==> src/rtl/regfile_dump_if.sv <==
// Bus bundle for regfile_dump: the two regfile read ports plus the valid/ready dump stream.
// master = sequencer side, slave = regfile/downstream side.
interface regfile_dump_if #(
    parameter int unsigned DATA_W = 64,
    parameter int unsigned ADDR_W = 5
);
    logic [ADDR_W-1:0] rd1_addr;
    logic [DATA_W-1:0] rd1_data;
    logic [ADDR_W-1:0] rd2_addr;
    logic [DATA_W-1:0] rd2_data;
    logic              out_valid;
    logic              out_ready;
    logic [ADDR_W-1:0] out_idx;
    logic [DATA_W-1:0] out_data;
    logic              out_sum;
    logic              out_last;

    modport master (
        output rd1_addr, rd2_addr, out_valid, out_idx, out_data, out_sum, out_last,
        input  rd1_data, rd2_data, out_ready
    );

    modport slave (
        input  rd1_addr, rd2_addr, out_valid, out_idx, out_data, out_sum, out_last,
        output rd1_data, rd2_data, out_ready
    );
endinterface

==> src/rtl/regfile_dump.sv <==
// Debug sequencer that reads the regfile two registers per fetch and streams them out.
// Define REGDUMP_CHECKSUM_EN to append an XOR checksum beat after the last register.
module regfile_dump #(
    parameter int unsigned DATA_W    = 64,
    parameter int unsigned REG_COUNT = 32,
    localparam int unsigned ADDR_W   = $clog2(REG_COUNT)
) (
    input  logic           clk,
    input  logic           rst,
    input  logic           start,
    output logic           busy,
    output logic           done,
    regfile_dump_if.master bus
);
    typedef enum logic [2:0] {StIdle, StFetch, StDrain0, StDrain1, StSum, StDone} state_e;

    localparam logic [ADDR_W-1:0] LastBase = ADDR_W'(REG_COUNT - 2);

    state_e            state_q, state_d;
    // Even index 2k of the current pair; read addresses follow it so they hold outside FETCH.
    logic [ADDR_W-1:0] base_q, base_d;
    logic [DATA_W-1:0] buf0_q, buf0_d;
    logic [DATA_W-1:0] buf1_q, buf1_d;
    logic              hs;
    logic              last_pair;
`ifdef REGDUMP_CHECKSUM_EN
    logic [DATA_W-1:0] xor_q, xor_d;
`endif

    always_ff @(posedge clk) begin
        if (rst) begin
            state_q <= StIdle;
            base_q  <= '0;
            buf0_q  <= '0;
            buf1_q  <= '0;
`ifdef REGDUMP_CHECKSUM_EN
            xor_q   <= '0;
`endif
        end else begin
            state_q <= state_d;
            base_q  <= base_d;
            buf0_q  <= buf0_d;
            buf1_q  <= buf1_d;
`ifdef REGDUMP_CHECKSUM_EN
            xor_q   <= xor_d;
`endif
        end
    end

    assign hs        = bus.out_valid & bus.out_ready;
    assign last_pair = (base_q == LastBase);

    always_comb begin
        state_d = state_q;
        base_d  = base_q;
        buf0_d  = buf0_q;
        buf1_d  = buf1_q;
`ifdef REGDUMP_CHECKSUM_EN
        xor_d   = xor_q;
`endif
        unique case (state_q)
            StIdle: begin
                if (start) begin
                    base_d  = '0;
`ifdef REGDUMP_CHECKSUM_EN
                    xor_d   = '0;
`endif
                    state_d = StFetch;
                end
            end
            StFetch: begin
                buf0_d  = bus.rd1_data;
                buf1_d  = bus.rd2_data;
                state_d = StDrain0;
            end
            StDrain0: begin
                if (hs) begin
`ifdef REGDUMP_CHECKSUM_EN
                    xor_d = xor_q ^ buf0_q;
`endif
                    state_d = StDrain1;
                end
            end
            StDrain1: begin
                if (hs) begin
`ifdef REGDUMP_CHECKSUM_EN
                    xor_d = xor_q ^ buf1_q;
`endif
                    if (last_pair) begin
`ifdef REGDUMP_CHECKSUM_EN
                        state_d = StSum;
`else
                        state_d = StDone;
`endif
                    end else begin
                        base_d  = base_q + ADDR_W'(2);
                        state_d = StFetch;
                    end
                end
            end
            StSum: begin
                if (hs) state_d = StDone;
            end
            StDone: state_d = StIdle;
            default: state_d = StIdle;
        endcase
    end

    always_comb begin
        bus.rd1_addr  = base_q;
        bus.rd2_addr  = base_q | ADDR_W'(1);
        bus.out_valid = 1'b0;
        bus.out_idx   = '0;
        bus.out_data  = '0;
        bus.out_sum   = 1'b0;
        bus.out_last  = 1'b0;
        busy          = 1'b0;
        done          = 1'b0;
        unique case (state_q)
            StFetch: busy = 1'b1;
            StDrain0: begin
                busy          = 1'b1;
                bus.out_valid = 1'b1;
                bus.out_idx   = base_q;
                bus.out_data  = buf0_q;
            end
            StDrain1: begin
                busy          = 1'b1;
                bus.out_valid = 1'b1;
                bus.out_idx   = base_q | ADDR_W'(1);
                bus.out_data  = buf1_q;
`ifndef REGDUMP_CHECKSUM_EN
                bus.out_last  = last_pair;
`endif
            end
            StSum: begin
`ifdef REGDUMP_CHECKSUM_EN
                busy          = 1'b1;
                bus.out_valid = 1'b1;
                bus.out_data  = xor_q;
                bus.out_sum   = 1'b1;
                bus.out_last  = 1'b1;
`endif
            end
            StDone: done = 1'b1;
            default: ;
        endcase
    end
endmodule

==> src/flat_wrapper.sv <==
// flat-port wrapper written by rule: the top's interface ports become plain ports
module regfile_dump_flat 
#(
    parameter int unsigned DATA_W    = 64,
    parameter int unsigned REG_COUNT = 32,
    localparam int unsigned ADDR_W   = $clog2(REG_COUNT)
)
  (clk, rst, start, busy, done, bus_rd1_addr, bus_rd2_addr, bus_out_valid, bus_out_idx, bus_out_data, bus_out_sum, bus_out_last, bus_rd1_data, bus_rd2_data, bus_out_ready);
  regfile_dump_if #(.DATA_W(DATA_W), .ADDR_W((5))) bus_i ();
  input  logic clk;
  input  logic rst;
  input  logic start;
  output logic busy;
  output logic done;
  output wire logic [$bits(bus_i.rd1_addr)-1:0] bus_rd1_addr;
  output wire logic [$bits(bus_i.rd2_addr)-1:0] bus_rd2_addr;
  output wire logic [$bits(bus_i.out_valid)-1:0] bus_out_valid;
  output wire logic [$bits(bus_i.out_idx)-1:0] bus_out_idx;
  output wire logic [$bits(bus_i.out_data)-1:0] bus_out_data;
  output wire logic [$bits(bus_i.out_sum)-1:0] bus_out_sum;
  output wire logic [$bits(bus_i.out_last)-1:0] bus_out_last;
  input wire logic [$bits(bus_i.rd1_data)-1:0] bus_rd1_data;
  input wire logic [$bits(bus_i.rd2_data)-1:0] bus_rd2_data;
  input wire logic [$bits(bus_i.out_ready)-1:0] bus_out_ready;
  assign bus_rd1_addr = bus_i.rd1_addr;
  assign bus_rd2_addr = bus_i.rd2_addr;
  assign bus_out_valid = bus_i.out_valid;
  assign bus_out_idx = bus_i.out_idx;
  assign bus_out_data = bus_i.out_data;
  assign bus_out_sum = bus_i.out_sum;
  assign bus_out_last = bus_i.out_last;
  assign bus_i.rd1_data = bus_rd1_data;
  assign bus_i.rd2_data = bus_rd2_data;
  assign bus_i.out_ready = bus_out_ready;
  regfile_dump #(.DATA_W(DATA_W), .REG_COUNT(REG_COUNT)) u_core (.clk(clk), .rst(rst), .start(start), .busy(busy), .done(done), .bus(bus_i));
endmodule
==> config.mk <==
export PLATFORM = sky130hd
export DESIGN_NAME = regfile_dump_flat
export DESIGN_NICKNAME = d
export VERILOG_FILES = /design/src/rtl/regfile_dump_if.sv /design/src/rtl/regfile_dump.sv /design/src/flat_wrapper.sv
export SDC_FILE = /design/constraint.sdc
export NUM_CORES = 1
export LEC_CHECK = 0
export CORE_MARGIN = 2
export CORE_UTILIZATION = 45
export CTS_BUF_LIST = sky130_fd_sc_hd__clkbuf_16
export DETAILED_ROUTE_END_ITERATION = 16
export PLACE_DENSITY = 0.81
export SLEW_MARGIN = 10
export SYNTH_ARGS = -nofsm -noshare
export SYNTH_HDL_FRONTEND = slang
export SYNTH_SLANG_ARGS = --single-unit
==> constraint.sdc <==
create_clock -name clk -period 2 [get_ports clk]
set_input_delay 0.2 -clock clk [delete_from_list [all_inputs] [get_ports clk]]
set_output_delay 0.2 -clock clk [all_outputs]
set_load 0.01 [all_outputs]
==> results of run 1 <==
-- routing by layer --
metal	global-route usage, %	vias up	wire, um
li1	-	2860	-
met1	26.75	2613	7187
met2	36.85	187	7953
met3	7.095	35	1185
met4	9.337	0	427
met5	0	-	0
-- flip-flops by register name (all words and copies together) (netlist names) --
register             flops
u_core.state_q           3
u_core.buf0_q           64
u_core.buf1_q           64
u_core.bus.rd1_addr      4
-- cells by family after synthesis --
family,after synthesis
AO/OA/AOI/OAI,135
adder cells (fa/ha/maj),1
multiplexers,66
buffers and inverters,69
flip-flops,135
other,2
AND/OR/NAND/NOR,348
-- area by class of cell --
cell class                      instances  area, um^2
Multi-Input combinational cell        553        2784
Inverter                                2       7.507
Sequential cell                       135        2706
Fill cell                            1052        3774
Timing Repair Buffer                  250        2664
Clock inverter                         15       95.09
Tap cell                              172       215.2
Clock buffer                           17       425.4
-- metrics by stage --
stage                     hold slack [ns]  setup WS [ns]
after floorplan                    0.3360         0.6412
after global placement             0.4407         0.2695
after detailed placement           0.4456         0.2500
after CTS                          0.1655       -0.08490
after global routing               0.1943       -0.04278
final                              0.1808       0.008736
-- worst max-delay path, stage by stage, from the launching register on --
cell	delay, ns
dfxtp_4	0.42
buf_12	0.18
mux2i_1	0.24
nor2_1	0.06
clkdlybuf4s50_1	0.47
-- power by group through the flow --
stage / logic, uW / registers, uW / clock network, uW
6_report: 1180 / 2950 / 2760
5_1_grt: 1290 / 2960 / 2930
4_1_cts: 1090 / 2940 / 2810
3_5_place_dp: 1070 / 3000 / 0
3_3_place_gp: 1050 / 2990 / 0
2_1_floorplan: 644 / 2970 / 0
-- path summary, 6_finish.rpt --
check	cells after the start	endpoint	from
worst max-delay path	4	bus_out_data[46]	u_core.state_q[0]
worst min-delay path	2	u_core.state_q[2]	rst
worst max register to register	6	u_core.buf0_q[60]	u_core.state_q[0]
worst min register to register	2	u_core.buf0_q[29]	u_core.buf0_q[29]
-- cells in the final DEF, fill, tap and decap left out, types with 2 or more instances in the layout --
master,count
mux2i_1,62
and2_1,5
clkbuf_16,20
clkdlybuf4s50_1,150
a21oi_1,129
dfxtp_1,134
mux2i_2,4
buf_12,10
inv_1,4
nor2_1,68
clkinv_2,5
clkinv_1,5
buf_4,24
nand2_1,260
conb_1,3
nor2b_1,2
dlymetal6s2s_1,34
dlygate4sd2_1,26
-- what timing repair did --
item | 4_1_cts | 5_1_grt
gates resized for setup | 33 | 45
setup buffers | 2 | 15
gates cloned | 1 | 3
endpoints found under the setup margin | 66 | 44
endpoints found under the hold margin | 0 | 0
==> summary.md, run 1 <==
| Metric | Value |
|---|---|
| Max-slew violations | 0 |
| Seq/Total Area, Yosys | 46.05% |
| Final Non-Filler Cells | 1144 |
| Synthesized area | 5869 um^2 |
| Final ANT Viol Nets | 0 |
| CTS H-Tree Depth | 4 |
| NetSw | 1751 uW |
| Starting Density | 46.32% |
| Die height | 118.2 um |
| Yosys cell types | 32 |
| Clock Path Buffers | 2 |
| # diodes | 0 |
| Routed len/inst | 14.65 um |
| Most frequent cell after synthesis | nand2_1 |
| DRT iter0 DRCs | 323 |
| Mapped Cells | 756 |
| Core Area | 12670 um^2 |
| WP data arrival | 1.79 ns |
| Design area | 8897 um^2 |
| CP Max Fanout | 14 |
| P per Cell Area | 773.8 nW/um^2 |
| Clock sink count | 135 |
| Clock slew at reported path FFs | 0.05 ns |
| Outcome | finished, final reports clean |
| I/O Buffers | 212 |
| P_leak | 0.003909 uW |
| TritonRoute pass-1 iters | 7 |
| I/O Pins | 216 |
| Final Total Pwr | 6884 uW |
| Vias | 5695 |
| Placed instance area | 8036 um^2 |
| Largest net degree at the start of global routing | 88 |
| Tot GR Track Use | 22.32% |
| Final hold violation count | 0 |
| Synth Flop Type | dfxtp_1 |
| Root Driver | clkbuf_16 |
| Main combinational cell family by area after synthesis | simple AND/OR/NAND/NOR gates |
| Post-synth EDFFs | 0 |
| Clock power frac | 40.0% |
| Fmax | 502.2 MHz |
| Worst hold path type | input port to flip-flop |
| Vias in the first global route | 5372 |
| Synth Area in Adders | 0.2132% |
| Post-synth top cells | nand2_1, dfxtp_1, a21oi_1 |
| Fin crit share | 99.56% |
| RSZ-0062 raised after global routing | true |
| RD Place Congestion | 0.7774 |
| Setup TNS | 0 ns |
| Clock buffer count from CTS | 17 |
| Die Area | 13970 um^2 |
| Post-synthesis mux area share | 11.26% |
| Placed cell count | 1091 |
| Avg Inst Size Synth | 7.764 um^2 |
| Initial antenna violation count | 0 |
| Grt total ovfl | 0 |
| Final setup fails | 0 |
| FF-to-FF setup slack | 0.09 ns |
| Layout net count | 1092 |
| Setup CP Type | flip-flop to output port |
| Startpoint types | flip-flop |
| Final min period | 1.991 ns |
| Post-synth ARST share | 0% |
| Register bit count reported by yosys | 135 |
| Final cell utilization of the core | 70.22% |
| Logic pwr share | 17.1% |
| DRC | 0 |
| First-pass GRT wire length | 25.47 mm |
| FP Rows | 41 |
| Worst-skew pair later-pin latency | 0.41 ns |
| Post-synth top area cell | dfxtp_1 |
| Routed vias/inst | 4.978 |
| Syn-to-layout area delta | 51.59% |
| Worst Setup End Kind | output port |
| Synth Area in Compound Gates | 11.81% |
| Detailed Route WL | 16.75 mm |
| Fraction of layout cells with a size suffix above 1 | 7.613% |
| Clock Skew | 0.005764 ns |
| Ranking of synthesized cells by area | dfxtp_1, nand2_1, mux2i_1 |
| Peak VDD IR | 0.7446 mV |
| Post-synthesis simple-gate area fraction | 23.41% |
| CTS tree | built |
| Internal power | 5134 uW |
| Sequential share of power | 42.8% |
| Net Sw Frac | 25.43% |
| Post-DP HPWL | 10.45 mm |
| Yosys top cell area share | 46.05% |
| Synth Area in XOR/XNOR | 0% |
| Max-cap violations | 0 |
| Required time worst endpoint | 1.80 ns |
| Die Wd | 118.2 um |
| Hold Buf Count CTS | 0 |
| Synth warn | 0 |
Power figures use the tool's default switching activity.
==> run 2: changes to the inputs <==
--- a/config.mk
+++ b/config.mk
@@ -10,6 +10,7 @@
 export CTS_BUF_LIST = sky130_fd_sc_hd__clkbuf_16
 export DETAILED_ROUTE_END_ITERATION = 16
 export PLACE_DENSITY = 0.81
+export RECOVER_POWER = 25
 export SLEW_MARGIN = 10
 export SYNTH_ARGS = -nofsm -noshare
 export SYNTH_HDL_FRONTEND = slang
==> summary.md, run 2 (same netlist as run 1, synthesis figures left out) <==
| Metric | Value |
|---|---|
| CTS tree | built |
| FP Rows | 41 (unchanged) |
| Worst Setup EP | bus_out_data[46] |
| Die Wd | 118.2 um (unchanged) |
| Met3 WL | 1.164 mm (-1.8%) |
| Worst path max stage delay | 0.47 ns (about the same) |
| Most frequent cells in the layout | nand2_1, clkdlybuf4s50_1, dfxtp_1 |
| Setup CP Type | flip-flop to output port |
| Setup TNS | 0 ns (unchanged) |
| Max-slew violations | 0 (unchanged) |
| Clock Skew | 0.005764 ns (+0.00000005000 ns) |
| Final cell utilization of the core | 70.22% (unchanged) |
| FF-to-FF setup slack | 0.09 ns (about the same) |
| Outcome | finished, final reports clean |
| Startpoint types | flip-flop |
| Layout net count | 1092 (unchanged) |
| CP Max Fanout | 14 (unchanged) |
| Top Metal Used | met4 |
| Fmax | 502.2 MHz (about the same) |
| Placed cell count | 1091 (unchanged) |
| Critical path cell sequence | buf_12, mux2i_1, nor2_1, clkdlybuf4s50_1 |
| Vias | 5698 (+0.053%) |
| Core Area | 12670 um^2 (unchanged) |
| Most common cell after layout, fill and taps aside | nand2_1 |
| Worst hold path type | input port to flip-flop |
| Clock slew at reported path FFs | 0.05 ns (about the same) |
| Worst R2R Path Depth | 6 (unchanged) |
| P_leak | 0.003909 uW (unchanged) |
| Critical path launch point | u_core.state_q[0] |
| TritonRoute pass-1 iters | 7 (unchanged) |
| I/O Buffers | 212 (unchanged) |
| Slowest cell on the critical path | clkdlybuf4s50_1 |
| RD Place Congestion | 0.7774 (unchanged) |
| I/O Pins | 216 (unchanged) |
| Clock sink count | 135 (unchanged) |
| CTS H-Tree Depth | 4 (unchanged) |
| WP data arrival | 1.79 ns (about the same) |
| Final ANT Viol Nets | 0 (unchanged) |
| Routed len/inst | 14.64 um (about the same) |
| Worst Setup End Kind | output port |
| Largest net degree at the start of global routing | 88 (unchanged) |
| DRT iter0 DRCs | 323 (unchanged) |
| Worst-skew pair later-pin latency | 0.41 ns (about the same) |
| Die Area | 13970 um^2 (unchanged) |
| Vias in the first global route | 5372 (unchanged) |
| Clock Path Buffers | 2 (unchanged) |
| Syn-to-layout area delta | 51.59% (unchanged) |
| Final setup fails | 0 (unchanged) |
| Fraction of layout cells with a size suffix above 1 | 7.613% (unchanged) |
| Required time worst endpoint | 1.80 ns (about the same) |
| Detailed Route WL | 16.75 mm (about the same) |
| Root Driver | clkbuf_16 |
| Initial antenna violation count | 0 (unchanged) |
| Post-DP HPWL | 10.45 mm (unchanged) |
| Max-cap violations | 0 (unchanged) |
| Final Non-Filler Cells | 1144 (unchanged) |
| Routed vias/inst | 4.981 (about the same) |
| Detail Route met2 WL | 7.964 mm (+0.14%) |
| Reg2Reg Capture Point | u_core.buf0_q[60] |
| Starting Density | 46.32% (unchanged) |
| Final Total Pwr | 6885 uW (about the same) |
| Final min period | 1.991 ns (-0.0002001 ns) |
| Grt total ovfl | 0 (unchanged) |
| Wl on met1 | 7.193 mm (about the same) |
| Fin crit share | 99.55% (about the same) |
| Die height | 118.2 um (unchanged) |
| P per Cell Area | 773.8 nW/um^2 (about the same) |
| RSZ-0062 raised after global routing | true |
| Peak VDD IR | 0.7446 mV (about the same) |
| Tot GR Track Use | 22.32% (unchanged) |
| Final hold violation count | 0 (unchanged) |
| # diodes | 0 (unchanged) |
| Worst r2r src | u_core.state_q[0] |
| DRC | 0 (unchanged) |
| First-pass GRT wire length | 25.47 mm (unchanged) |
| Clock buffer count from CTS | 17 (unchanged) |
| Hold Buf Count CTS | 0 (unchanged) |
==> run 2: per-stage QoR <==
step / hold WS (ns) / setup WS, ns / instance area, um^2
after detailed placement: 0.4456 / 0.2500 / 8036
after CTS: 0.1655 / -0.08490 / 8584
after global routing: 0.1943 / -0.04278 / 8897
after floorplan: 0.3360 / 0.6412 / 5873
final: 0.1808 / 0.008936 / 8897
after global placement: 0.4407 / 0.2695 / 8036
==> run 2: worst min-delay path by stage <==
stage                      startpoint           endpoint  slack (ns)  cells past startpoint
floorplan             bus_rd1_data[0]   u_core.buf0_q[0]        0.34                      2
global placement    u_core.buf1_q[44]  u_core.buf1_q[44]        0.44                      2
detailed placement  u_core.buf0_q[40]  u_core.buf0_q[40]        0.45                      2
CTS                               rst  u_core.state_q[2]        0.17                      2
global route                      rst  u_core.buf0_q[42]        0.19                      2
finish                            rst  u_core.state_q[2]        0.18                      2
==> run 2: cell type report <==
type	count	area, um^2
multi-input combinational	553	2784
tap	172	215.2
inverter	2	7.507
fill	1052	3774
clock buffer	17	425.4
sequential	135	2706
timing repair buffer	250	2664
clock inverter	15	95.09
==> run 2: where the power goes <==
group | total (uW) | internal [uW] | switching (uW)
combinational | 1180 | 617 | 564
clock | 2760 | 1660 | 1100
sequential | 2950 | 2860 | 90.7
==> run 2: what timing repair did <==
item | 4_1_cts | 5_1_grt
buffers inserted | 2 | 15
pin swaps | 0 | 0
cloned | 1 | 3
gates resized for setup | 33 | 45
endpoints found under the setup margin | 66 | 44
==> run 2: metal layers <==
layer  global-route usage (%)  vias up
met5                        0        -
met4                    9.337        0
met3                    7.095       35
met2                    36.85      184
met1                    26.75     2619
li1                         -     2860
==> run 2: worst max-delay path: cells and delay by family (launching register included) <==
family	cells	cell delay (ns)
buffers and inverters	2	0.65
DFF	1	0.42
muxes	1	0.24
and+or+nand+nor	1	0.06
